**src/rtl/draw_rect_char_16x16.sv**
```systemverilog
// Text-overlay stage: 16x16-character box (8x16 glyphs) at a fixed
// screen position, with a per-character typewriter reveal. The font ROM
// is external and synchronous, so pixel data is delayed by two stages
// before compositing in the third (output) register.
module draw_rect_char_16x16 #(
  parameter int          XPOS          = 100,
  parameter int          YPOS          = 100,
  parameter logic [11:0] TEXT_COLOR    = 12'hFFF,
  parameter int          REVEAL_FRAMES = 2
) (
  input  logic        pclk,
  input  logic        rst,
  input  logic        mode,
  input  logic [10:0] hcount_in,
  input  logic        hsync_in,
  input  logic        hblnk_in,
  input  logic [10:0] vcount_in,
  input  logic        vsync_in,
  input  logic        vblnk_in,
  input  logic [11:0] rgb_in,
  input  logic [7:0]  char_pixels,
  output logic [7:0]  char_yx,
  output logic [3:0]  char_line,
  output logic [10:0] hcount_out,
  output logic        hsync_out,
  output logic        hblnk_out,
  output logic [10:0] vcount_out,
  output logic        vsync_out,
  output logic        vblnk_out,
  output logic [11:0] rgb_out
);

  localparam logic [10:0] X_LO       = 11'(XPOS);
  localparam logic [10:0] X_HI       = 11'(XPOS + 128);
  localparam logic [10:0] Y_LO       = 11'(YPOS);
  localparam logic [10:0] Y_HI       = 11'(YPOS + 256);
  localparam logic [8:0]  REVEAL_ALL = 9'd256;
  localparam logic [15:0] FC_MAX     = (REVEAL_FRAMES == 0) ? 16'd0 : 16'(REVEAL_FRAMES - 1);
  // With no reveal delay the whole text is visible even straight out of reset.
  localparam logic [8:0]  REVEAL_RST = (REVEAL_FRAMES == 0) ? REVEAL_ALL : 9'd0;

  // Timing bundle layout: {hcount[25:15], hsync[14], hblnk[13], vcount[12:2], vsync[1], vblnk[0]}
  logic [25:0] tim_in_s, tim_d1_q, tim_d2_q, tim_out_q;
  logic [11:0] rgb_d1_q, rgb_d2_q, rgb_out_q, rgb_out_d;
  logic        in_box_s, in_box_d1_q, in_box_d2_q;
  logic [2:0]  hrel_d1_q, hrel_d2_q;
  logic [10:0] hrel_s, vrel_s;
  logic [7:0]  char_yx_d, char_yx_q, char_yx_d2_q;
  logic [3:0]  char_line_d, char_line_q;
  logic        lit_s;
  logic        vsync_q, mode_q;
  logic        frame_tick_s, mode_change_s;
  logic [15:0] frame_cnt_d, frame_cnt_q;
  logic [8:0]  reveal_cnt_d, reveal_cnt_q;

  assign tim_in_s = {hcount_in, hsync_in, hblnk_in, vcount_in, vsync_in, vblnk_in};

  // Box membership, box-relative coordinates and the character ROM address.
  always_comb begin
    hrel_s   = hcount_in - X_LO;
    vrel_s   = vcount_in - Y_LO;
    in_box_s = (hcount_in >= X_LO) && (hcount_in < X_HI) &&
               (vcount_in >= Y_LO) && (vcount_in < Y_HI);
    if (in_box_s) begin
      char_yx_d   = {vrel_s[7:4], hrel_s[6:3]};
      char_line_d = vrel_s[3:0];
    end else begin
      char_yx_d   = 8'd0;
      char_line_d = 4'd0;
    end
  end

  // Pixel pipeline: stage 1 (address out), stage 2 (font ROM latency), stage 3 (output).
  always_ff @(posedge pclk or posedge rst) begin
    if (rst) begin
      char_yx_q    <= 8'd0;
      char_line_q  <= 4'd0;
      tim_d1_q     <= 26'd0;
      rgb_d1_q     <= 12'd0;
      in_box_d1_q  <= 1'b0;
      hrel_d1_q    <= 3'd0;
      tim_d2_q     <= 26'd0;
      rgb_d2_q     <= 12'd0;
      in_box_d2_q  <= 1'b0;
      hrel_d2_q    <= 3'd0;
      char_yx_d2_q <= 8'd0;
      tim_out_q    <= 26'd0;
      rgb_out_q    <= 12'd0;
    end else begin
      char_yx_q    <= char_yx_d;
      char_line_q  <= char_line_d;
      tim_d1_q     <= tim_in_s;
      rgb_d1_q     <= rgb_in;
      in_box_d1_q  <= in_box_s;
      hrel_d1_q    <= hrel_s[2:0];
      tim_d2_q     <= tim_d1_q;
      rgb_d2_q     <= rgb_d1_q;
      in_box_d2_q  <= in_box_d1_q;
      hrel_d2_q    <= hrel_d1_q;
      char_yx_d2_q <= char_yx_q;
      tim_out_q    <= tim_d2_q;
      rgb_out_q    <= rgb_out_d;
    end
  end

  // Composite: a glyph pixel is lit only inside the box, outside blanking,
  // and only for characters the reveal has already reached.
  always_comb begin
    lit_s = in_box_d2_q & ~tim_d2_q[13] & ~tim_d2_q[0] &
            char_pixels[3'd7 - hrel_d2_q] &
            ({1'b0, char_yx_d2_q} < reveal_cnt_q);
    if (lit_s) begin
      rgb_out_d = TEXT_COLOR;
    end else begin
      rgb_out_d = rgb_d2_q;
    end
  end

  assign frame_tick_s  = vsync_in & ~vsync_q;
  assign mode_change_s = (mode != mode_q);

  // Reveal next state: mode change restarts, frame wrap advances, saturating at 256.
  always_comb begin
    frame_cnt_d  = frame_cnt_q;
    reveal_cnt_d = reveal_cnt_q;
    if (REVEAL_FRAMES == 0) begin
      frame_cnt_d  = 16'd0;
      reveal_cnt_d = REVEAL_ALL;
    end else if (mode_change_s) begin
      frame_cnt_d  = 16'd0;
      reveal_cnt_d = 9'd0;
    end else if (frame_tick_s) begin
      if (frame_cnt_q == FC_MAX) begin
        frame_cnt_d = 16'd0;
        if (reveal_cnt_q != REVEAL_ALL) begin
          reveal_cnt_d = reveal_cnt_q + 9'd1;
        end else begin
          reveal_cnt_d = reveal_cnt_q;
        end
      end else begin
        frame_cnt_d = frame_cnt_q + 16'd1;
      end
    end else begin
      frame_cnt_d  = frame_cnt_q;
      reveal_cnt_d = reveal_cnt_q;
    end
  end

  // Reveal state and edge-detect history registers.
  always_ff @(posedge pclk or posedge rst) begin
    if (rst) begin
      vsync_q      <= 1'b0;
      mode_q       <= 1'b0;
      frame_cnt_q  <= 16'd0;
      reveal_cnt_q <= REVEAL_RST;
    end else begin
      vsync_q      <= vsync_in;
      mode_q       <= mode;
      frame_cnt_q  <= frame_cnt_d;
      reveal_cnt_q <= reveal_cnt_d;
    end
  end

  assign char_yx    = char_yx_q;
  assign char_line  = char_line_q;
  assign hcount_out = tim_out_q[25:15];
  assign hsync_out  = tim_out_q[14];
  assign hblnk_out  = tim_out_q[13];
  assign vcount_out = tim_out_q[12:2];
  assign vsync_out  = tim_out_q[1];
  assign vblnk_out  = tim_out_q[0];
  assign rgb_out    = rgb_out_q;

endmodule
```
**config.mk**
```make
export PLATFORM = sky130hd
export DESIGN_NAME = draw_rect_char_16x16
export DESIGN_NICKNAME = d
export VERILOG_FILES = /design/src/rtl/draw_rect_char_16x16.sv
export SDC_FILE = /design/constraint.sdc
export NUM_CORES = 1
export LEC_CHECK = 0
export CORE_AREA = 3 3 80 139
export CTS_BUF_LIST = sky130_fd_sc_hd__clkbuf_4 sky130_fd_sc_hd__clkbuf_8 sky130_fd_sc_hd__clkbuf_16
export DETAILED_ROUTE_END_ITERATION = 8
export DIE_AREA = 0 0 83 142
export DONT_BUFFER_PORTS = 1
export HOLD_SLACK_MARGIN = 0.08
export PLACE_DENSITY_LB_ADDON = 0.08
export SLEW_MARGIN = 30
export SYNTH_ARGS = -nofsm -noshare
export SYNTH_HDL_FRONTEND = slang
export SYNTH_SLANG_ARGS = --single-unit
```
**constraint.sdc**
```tcl
create_clock -name pclk -period 8 [get_ports pclk]
set_input_delay 1.6 -clock pclk [delete_from_list [all_inputs] [get_ports pclk]]
set_output_delay 1.6 -clock pclk [all_outputs]
set_load 0.1 [all_outputs]
```
==> results.yml, run 1 <==
clocking:
  cts_tree: "done"
  clkSlewWorstSetupHoldPaths_ns: 0.07
  cts_setup_buffers: 0
  clock_sinks: 164
  cts_max_path_buffers: 2
  clk_latency_ns: 0.41
  numCtsBuffers: 17
  ctsResizeCount: 0
  cts_max_level: 4
  cts-root-buf: "clkbuf_16"
  cts.hold.buffers_added: 0
sta:
  clock.fmax_ghz: 0.3371
  post-route-period-util_pct: 37.09
  hold_slack_ns: 0.3440
  setup_tns_ns: 0
  finalSetupViolCount: 0
  maxSlewViolCount: 0
  rsz0062_at_grt: "false"
  relSlewSlack_pct: 38.42
  tightest_slew_ns: 0.9237
  period_minus_slack_ns: 2.967
  fin_skew_ns: 0.007381
  hold_viol_final: 0
routing:
  drt_iter0_drc: 123
  drc_errors: 0
  vias: 2946
  wire_per_inst_um: 17.07
  routed_wirelength_um: 9186
  routed_via_density: 5.476
  postRouteAntennaNets: 0
  first_pass_iters: 4
critical_path:
  cp-start-kind: "flop"
  cp.required_ns: 6.40
  cp-end-kind: "primary output"
  crit_type: "flop to primary output"
  crit_arrival_ns: 1.37
  critPathMaxFanout: 2
synth:
  yosysWarnings: 0
  syn_nets: 450
  synthFlopType: "dfrtp_1"
  avgSynthCellArea_um2: 14.35
  yosysTopAreaCellShare_pct: 74.09
  synthCells: 386
  synth_seq_cells: 164
  synth_edf_count: 0
  synth.most_common_cell: "dfrtp_1"
  ys_types: 44
  yosys.area.top_type: "dfrtp_1"
  async_reset_ff_share_pct: 100.0
  synth_area_um2: 5539
  synth_top_cells_by_count: "164 x dfrtp_1, 24 x a21oi_1, 23 x inv_1"
  synth_area_leaders: "dfrtp_1 74%, ha_1 3.4%, a21oi_1 2.2%, inv_1 1.6%, o21ai_0 1.4%"
  seq_area_frac_synth_pct: 74.09
placement:
  dp_hpwl_um: 6425
  placed_area_um2: 5703
  place.port_buffers: 0
  routabilityCongestion: 0.7555
global_routing:
  grt-ovfl-total: 0
  grt_pass1_vias: 3093
  antenna_found_initial: 0
  track_usage_pct: 16.90
  grt_pass1_wl_um: 15260
  grt_max_degree: 89
floorplanning:
  io_pins: 99
  core_area_um2: 10180
  initial_core_util_pct: 54.43
  die_width_um: 83
  dieArea_um2: 11790
  die_h_um: 142
  rows: 49
job:
  maxCapViolations: 0
cells_and_area:
  drive_above_1_share_pct: 12.90
  finalNetCount: 462
  seq_area_um2: 4104
  fillCellCount: 821
  antennaDiodeCount: 0
  area_growth_pct: 13.87
  finalCoreUtilization_pct: 61.97
  design_area_um2: 6307
  multi_input_area_um2: 1330
worst_hold_path:
  hp-class: "flop to flop"
pwr:
  p_per_area_nw_per_um2: 281.5
  peakVddDrop_uv: 155.0
  power_leakage_nw: 2.779
outcome:
  status: "complete, no violations"
[cells in the final DEF (no fill, tap or decap), types with 5 or more instances in the layout]
cell,instances
a21oi_1,24
or3_1,11
clkinv_8,5
or2_2,10
inv_1,22
o21ai_0,16
o31ai_1,7
xnor2_1,5
nand2_1,13
dfrtp_1,164
nand3_1,5
or4_1,10
nor2_1,18
clkbuf_16,17
ha_1,15
nand4_1,6
xor2_1,7
[metrics by stage]
stage / total power (W) / std cells / setup WS, ns
3_3_place_gp: 0.001010 / 506 / 4.765
6_report: 0.001775 / 538 / 5.033
3_5_place_dp: 0.001013 / 506 / 4.710
5_1_grt: 0.001848 / 538 / 4.993
4_1_cts: 0.001801 / 538 / 5.010
2_1_floorplan: 0.0009963 / 386 / 1.967
[routing by layer]
| metal | vias to the layer above | track usage [%] | routed length [um] |
|---|---|---|---|
| met5 | - | 0 | 0 |
| met3 | 16 | 6.721 | 645 |
| met4 | 0 | 7.752 | 162 |
| li1 | 1359 | - | - |
| met1 | 1485 | 17.17 | 3163 |
| met2 | 86 | 30.29 | 5215 |
[report_power, final]
group	internal (W)	total [W]	switching [W]
sequential	0.000859	0.000947	0.0000883
clock	0.000427	0.000781	0.000355
combinational	0.0000136	0.0000471	0.0000335
[cells by family after synthesis]
| family | Yosys count | synth area share [%] |
|---|---|---|
| flops | 164 | 74.09 |
| fa+ha+maj | 15 | 3.388 |
| buf+inv | 32 | 2.214 |
| mux | 3 | 0.9939 |
| simple gates | 99 | 10.35 |
| xor+xnor | 13 | 2.191 |
| compound gates | 60 | 6.777 |
[cell type report]
class | instances | area share (%)
clock buffer | 18 | 6.963
clock inverter | 14 | 2.619
inverter | 23 | 1.448
multi-input combinational | 190 | 21.09
sequential | 164 | 65.07
tap | 127 | 2.519
timing repair buffer | 2 | 0.2976
[final timing paths]
check	start	end	slack (ns)	cells past startpoint
hold / removal	tim_d1_q[18]$_DFF_PP0_	tim_d2_q[18]$_DFF_PP0_	0.34	0
hold reg to reg	tim_d1_q[18]$_DFF_PP0_	tim_d2_q[18]$_DFF_PP0_	0.34	0
max in group asynchronous	rst	char_yx_d2_q[2]$_DFF_PP0_	5.71	2
min in group asynchronous	rst	rgb_d1_q[7]$_DFF_PP0_	1.15	1
setup reg to reg	frame_cnt_q[1]$_DFFE_PP0P_	reveal_cnt_q[6]$_DFFE_PP0P_	5.54	6
setup / recovery	char_yx[7]$_DFF_PP0_	char_yx[7]	5.03	0
[worst reg2reg max path, stage by stage, from the launching register on]
cell and delay [ns]:
dfrtp_1 0.41, inv_1 0.06, ha_1 0.13, nor3b_1 0.21, nand4_1 0.66, or4_1 0.73, a21oi_1 0.18
[registers in the layout (all words and copies together), names as in the netlist]
name,flops
char_line,4
tim_out_q,26
char_yx_d2_q,8
mode_q,1
in_box_d1_q,1
rgb_d2_q,12
in_box_d2_q,1
tim_d1_q,24
hrel_d1_q,3
char_yx,8
rgb_d1_q,12
rgb_out,12
reveal_cnt_q,9
frame_cnt_q,16
tim_d2_q,24
hrel_d2_q,3
Power figures use the tool's default switching activity.
==> run 2: changes to the inputs <==
Clock period 8 ns to 2.6 ns, I/O delays scaled along.
==> run 2 against run 1 <==
Effect of this change:
- sequential share of layout area decreased by 0.32 points
- sequential cell count unchanged
- critical path type is now flop to flop
- sequential power increased to 3.1 times the previous value
- highest routed layer unchanged
- largest power group unchanged
- critical endpoint is now rgb_out[8]$_DFF_PP0_
- power increased to 3.0 times the previous value
- setup slack got worse by 4.5 ns
- core utilization increased by 0.31 points
- first-iteration DRC count increased by 48%
==> results.yml, run 2 (synthesis results as in run 1) <==
outcome:
  status: "complete, no violations"
job:
  maxCapViolations: 0
routing:
  routed_via_density: 5.499
  drc_errors: 0
  vias: 3008
  routed_wirelength_um: 9687
  first_pass_iters: 4
  postRouteAntennaNets: 0
  wire_per_inst_um: 17.71
  drt_iter0_drc: 182
sta:
  hold_viol_final: 0
  hold_slack_ns: 0.1058
  setup_tns_ns: 0
  finalSetupViolCount: 0
  tightest_slew_ns: 0.9209
  rsz0062_at_grt: "false"
  setup_slack_ns: 0.5694
  fin_skew_ns: 0.009305
  maxSlewViolCount: 0
  period_minus_slack_ns: 2.031
  post-route-period-util_pct: 78.10
  relSlewSlack_pct: 38.65
  clock.fmax_ghz: 0.4925
placement:
  place.port_buffers: 0
  dp_hpwl_um: 6743
  dp.cells: 515
  pre_cts_ws_ns: 0.5952
  routabilityCongestion: 0.7674
floorplanning:
  die_width_um: 83
  dieArea_um2: 11790
  initial_core_util_pct: 54.43
  core_area_um2: 10180
  die_h_um: 142
  io_pins: 99
  rows: 49
global_routing:
  grt_pass1_wl_um: 15860
  antenna_found_initial: 0
  grt_max_degree: 73
  grt-ovfl-total: 0
  grt_pass1_vias: 3222
  track_usage_pct: 17.66
cells_and_area:
  final_cell_mix: "164 x dfrtp_1, 24 x a21oi_1, 22 x inv_1"
  drive_above_1_share_pct: 14.76
  fillCellCount: 801
  antennaDiodeCount: 0
  top_regs: "tim_out_q x26, tim_d1_q x24, tim_d2_q x24"
  finalNetCount: 471
  largest_reg_flops: 26
  layout_commonest_cell: "dfrtp_1"
  regMostFlops: "tim_out_q"
  final_cells: 547
  area_growth_pct: 14.43
pwr:
  p_per_area_nw_per_um2: 848.5
  switching_share_pct: 25.94
  combPwrFrac_pct: 3.0
  p_int_w: 0.003983
  total_power_w: 0.005379
  clockPowerShare_pct: 42.8
  peakVddDrop_uv: 742.0
  power_leakage_nw: 2.814
  switchingPower_w: 0.001395
  p_seq_share_pct: 54.2
clocking:
  numCtsBuffers: 17
  cts_tree: "done"
  cts_setup_buffers: 0
  cts_max_path_buffers: 2
  clkSlewWorstSetupHoldPaths_ns: 0.06
  cts_max_level: 4
  clk_latency_ns: 0.41
  cts.hold.buffers_added: 0
  clock_sinks: 164
  ctsResizeCount: 0
  cts-root-buf: "clkbuf_16"
critical_path:
  rrSetupSlack_ns: 0.57
  cp-end-kind: "flop"
  cp.required_ns: 2.95
  crit_arrival_ns: 2.38
  crit_type: "flop to flop"
  reg2reg_from: "reveal_cnt_q[2]$_DFFE_PP0P_"
  cp-start-kind: "flop"
  reg2reg_depth: 7
  r2r_end: "rgb_out[8]$_DFF_PP0_"
  critPathMaxFanout: 12
worst_hold_path:
  hp-class: "input port to asynchronous set/reset pin"
==> run 2: cell count changes in the layout (fill, tap and decap cells not counted), sizes merged <==
| cell | delta |
|---|---|
| inv | +1 |
| clkinvlp | +1 |
| buf | +9 |
| clkbuf | +1 |
| clkinv | -3 |
==> run 2: how the worst max path moves through the flow <==
stage,startpoint,slack (ns),end,depth (start not counted)
2_1_floorplan,rst,-0.005,char_line[0]$_DFF_PP0_,1
3_3_place_gp,reveal_cnt_q[2]$_DFFE_PP0P_,0.62,rgb_out[10]$_DFF_PP0_,7
3_5_place_dp,reveal_cnt_q[2]$_DFFE_PP0P_,0.60,rgb_out[5]$_DFF_PP0_,7
4_1_cts,reveal_cnt_q[2]$_DFFE_PP0P_,0.51,rgb_out[7]$_DFF_PP0_,7
5_1_grt,reveal_cnt_q[2]$_DFFE_PP0P_,0.41,rgb_out[9]$_DFF_PP0_,7
6_report,reveal_cnt_q[2]$_DFFE_PP0P_,0.57,rgb_out[8]$_DFF_PP0_,7
==> run 2: through the flow <==
step	area [um2]	util [%]
2_1_floorplan	5543	-
3_3_place_gp	5778	56.77
5_1_grt	6339	62.28
3_5_place_dp	5778	56.77
6_report	6339	62.28
4_1_cts	6339	62.28
==> run 2: power groups by stage <==
stage          Sequential (W)  Combinational (W)  Clock [W]
2_1_floorplan         0.00295           0.000115          0
3_3_place_gp          0.00296           0.000161          0
3_5_place_dp          0.00297           0.000165          0
4_1_cts               0.00292           0.000166    0.00237
5_1_grt               0.00292           0.000181    0.00249
6_report              0.00292           0.000161    0.00230
==> run 2: metal layers <==
layer,vias to the layer above,GRT usage [%],part of all wire [%],routed length [um]
li1,1374,-,-,-
met5,-,0,0,0
met2,103,32.74,56,5471
met1,1511,16.81,35,3364
met4,0,8.613,2.3,223
met3,20,6.779,6.5,628
==> run 2: final cells by class <==
class | count | area, um2 | area share, %
sequential | 164 | 4104 | 64.75
multi-input combinational | 190 | 1318 | 20.79
inverter | 23 | 90.09 | 1.421
timing repair buffer | 11 | 107.6 | 1.698
clock buffer | 19 | 446.7 | 7.047
clock inverter | 13 | 113.9 | 1.796
tap | 127 | 158.9 | 2.507
==> run 2: worst max-delay path, cell delays in order (launching register included) <==
cell and delay [ns]:
dfrtp_1 0.47, inv_1 0.07, ha_1 0.29, a211oi_1 0.21, o211ai_1 0.15, a2111oi_2 0.40, buf_4 0.24, or2_2 0.13
==> run 3: changes to the inputs <==
Clock period 2.6 ns to 1.9 ns, I/O delays scaled along.
==> run 3 against run 2 <==
Effect of this change:
- hold slack improved by 0.023 ns
- clock skew rose by 0.0011 ns
- combinational power grew to 4.4 times the previous value
- register-to-register slack worse by 0.55 ns
- power up 45%
- global-route usage increased by 1.9 points
- sequential share of layout area down 9.4 points
==> results.yml, run 3 (synthesis results as in run 1) <==
outcome:
  status: "complete, no violations"
floorplanning:
  initial_core_util_pct: 54.43
  die_h_um: 142
  io_pins: 99
  core_area_um2: 10180
  rows: 49
  die_width_um: 83
  dieArea_um2: 11790
routing:
  first_pass_iters: 4
  routed_wirelength_um: 10910
  drt_iter0_drc: 183
  routed_via_density: 5.276
  postRouteAntennaNets: 0
  drc_errors: 0
  wire_per_inst_um: 16.64
  vias: 3461
pwr:
  p_int_w: 0.005858
  p_seq_share_pct: 47.0
  power_leakage_nw: 3.383
  clockPowerShare_pct: 43.9
  total_power_w: 0.007805
  p_per_area_nw_per_um2: 1053
  switchingPower_w: 0.001948
  peakVddDrop_uv: 929.0
  switching_share_pct: 24.95
  combPwrFrac_pct: 9.1
job:
  maxCapViolations: 0
sta:
  period_minus_slack_ns: 1.878
  setup_slack_ns: 0.02234
  post-route-period-util_pct: 98.82
  fin_skew_ns: 0.01038
  hold_viol_final: 0
  maxSlewViolCount: 0
  clock.fmax_ghz: 0.5326
  tightest_slew_ns: 0.5834
  relSlewSlack_pct: 61.03
  rsz0062_at_grt: "true"
  finalSetupViolCount: 0
cells_and_area:
  drive_above_1_share_pct: 27.41
  regMostFlops: "tim_out_q"
  layout_commonest_cell: "dfrtp_1"
  design_area_um2: 7416
  fillCellCount: 679
  top_regs: "tim_out_q x26, tim_d1_q x24, tim_d2_q x24"
  antennaDiodeCount: 0
  largest_reg_flops: 26
  finalNetCount: 580
  area_growth_pct: 33.88
  final_cells: 656
  final_cell_mix: "162 x dfrtp_1, 75 x buf_4, 40 x dlygate4sd3_1"
critical_path:
  crit_arrival_ns: 2.16
  cp-end-kind: "flop"
  cpMostUsedCell: "buf_4"
  path_delay_family: "multiplexers"
  path_buf_inv: 2
  critPathMaxFanout: 6
  cp-start-kind: "flop"
  crit_type: "flop to flop"
  worstPathCellList: "mux4_2 -> mux2i_1 -> buf_4 -> a2111oi_4 -> buf_4 -> or2_2"
  cp_slowest_cell: "mux4_2"
  rrSetupSlack_ns: 0.02
  cp.required_ns: 2.19
  max_stage_delay_ns: 0.52
clocking:
  cts_tree: "done"
  numCtsBuffers: 17
  clkSlewWorstSetupHoldPaths_ns: 0.06
  clock_sinks: 164
  cts_max_path_buffers: 2
  cts-root-buf: "clkbuf_16"
  cts_max_level: 4
  clk_latency_ns: 0.41
global_routing:
  antenna_found_initial: 0
  grt_pass1_vias: 3732
  track_usage_pct: 19.59
  grt-ovfl-total: 0
  grt_max_degree: 43
  grt_pass1_wl_um: 17910
placement:
  pre_cts_ws_ns: -0.02909
  routabilityCongestion: 0.8083
  dp.cells: 581
  place.port_buffers: 0
  dp_hpwl_um: 7278
  placed_area_um2: 6311
worst_hold_path:
  hp-class: "input port to flop"
## run 3: cell count changes in the layout (fill, tap and decap cells not counted), sizes merged
| cell | previous run | this run |
|---|---|---|
| buf | 11 | 80 |
| bufinv | 0 | 2 |
| clkinvlp | 3 | 1 |
| dlygate4sd3 | 0 | 40 |
## run 3: layout make-up
type	instances	area, um2	share of cell area (%)
multi-input combinational	190	1390	18.74
clock buffer	19	446.7	6.023
tap	127	158.9	2.143
clock inverter	13	160.2	2.160
timing repair buffer	120	1064	14.34
inverter	23	90.09	1.215
sequential	164	4106	55.37
## run 3: path summary, 6_finish.rpt
check,startpoint,endpoint,cells after the start
min in group asynchronous,rst,rgb_out[10]$_DFF_PP0_,2
hold / removal,hcount_in[4],char_yx[1]$_DFF_PP0_,2
setup / recovery,hrel_d2_q[1]$_DFF_PP0_,rgb_out[9]$_DFF_PP0_,6
hold reg to reg,tim_d2_q[19]$_DFF_PP0_,tim_out_q[19]$_DFF_PP0_,0
max in group asynchronous,rst,rgb_d1_q[3]$_DFF_PP0_,3
setup reg to reg,hrel_d2_q[1]$_DFF_PP0_,rgb_out[9]$_DFF_PP0_,6
## run 3: power groups by stage
stage	Clock, W	Combinational (W)	Sequential (W)
4_1_cts	0.00351	0.000718	0.00367
6_report	0.00343	0.000713	0.00367
5_1_grt	0.00367	0.000755	0.00368
3_5_place_dp	0	0.000645	0.00373
3_3_place_gp	0	0.000636	0.00372
2_1_floorplan	0	0.000157	0.00404
## run 3: metal layers
metal,vias up,GRT usage (%),wire length (um)
li1,1604,-,-
met1,1717,20.11,3782
met2,110,34.73,6094
met3,30,7.068,647
met4,0,10.34,388
met5,-,0,0
## run 3: what timing repair did
action                                 4_1_cts  5_1_grt
setup endpoints to repair                    7       17
buffers inserted                             0        2
endpoints found under the hold margin       64        0
resized for setup                            3       16
gates cloned                                 0        1
hold buffers                                40        0
## run 3: through the flow
step | setup TNS, ns | utilization [%] | hold WS (ns)
5_1_grt | -0.6155 | 72.87 | 0.1249
6_report | 0 | 72.87 | 0.1290
3_3_place_gp | 0 | 62.01 | 0.3316
4_1_cts | -0.01155 | 72.04 | 0.1149
2_1_floorplan | -92.63 | - | 0.3312
3_5_place_dp | -0.05661 | 62.01 | 0.3347
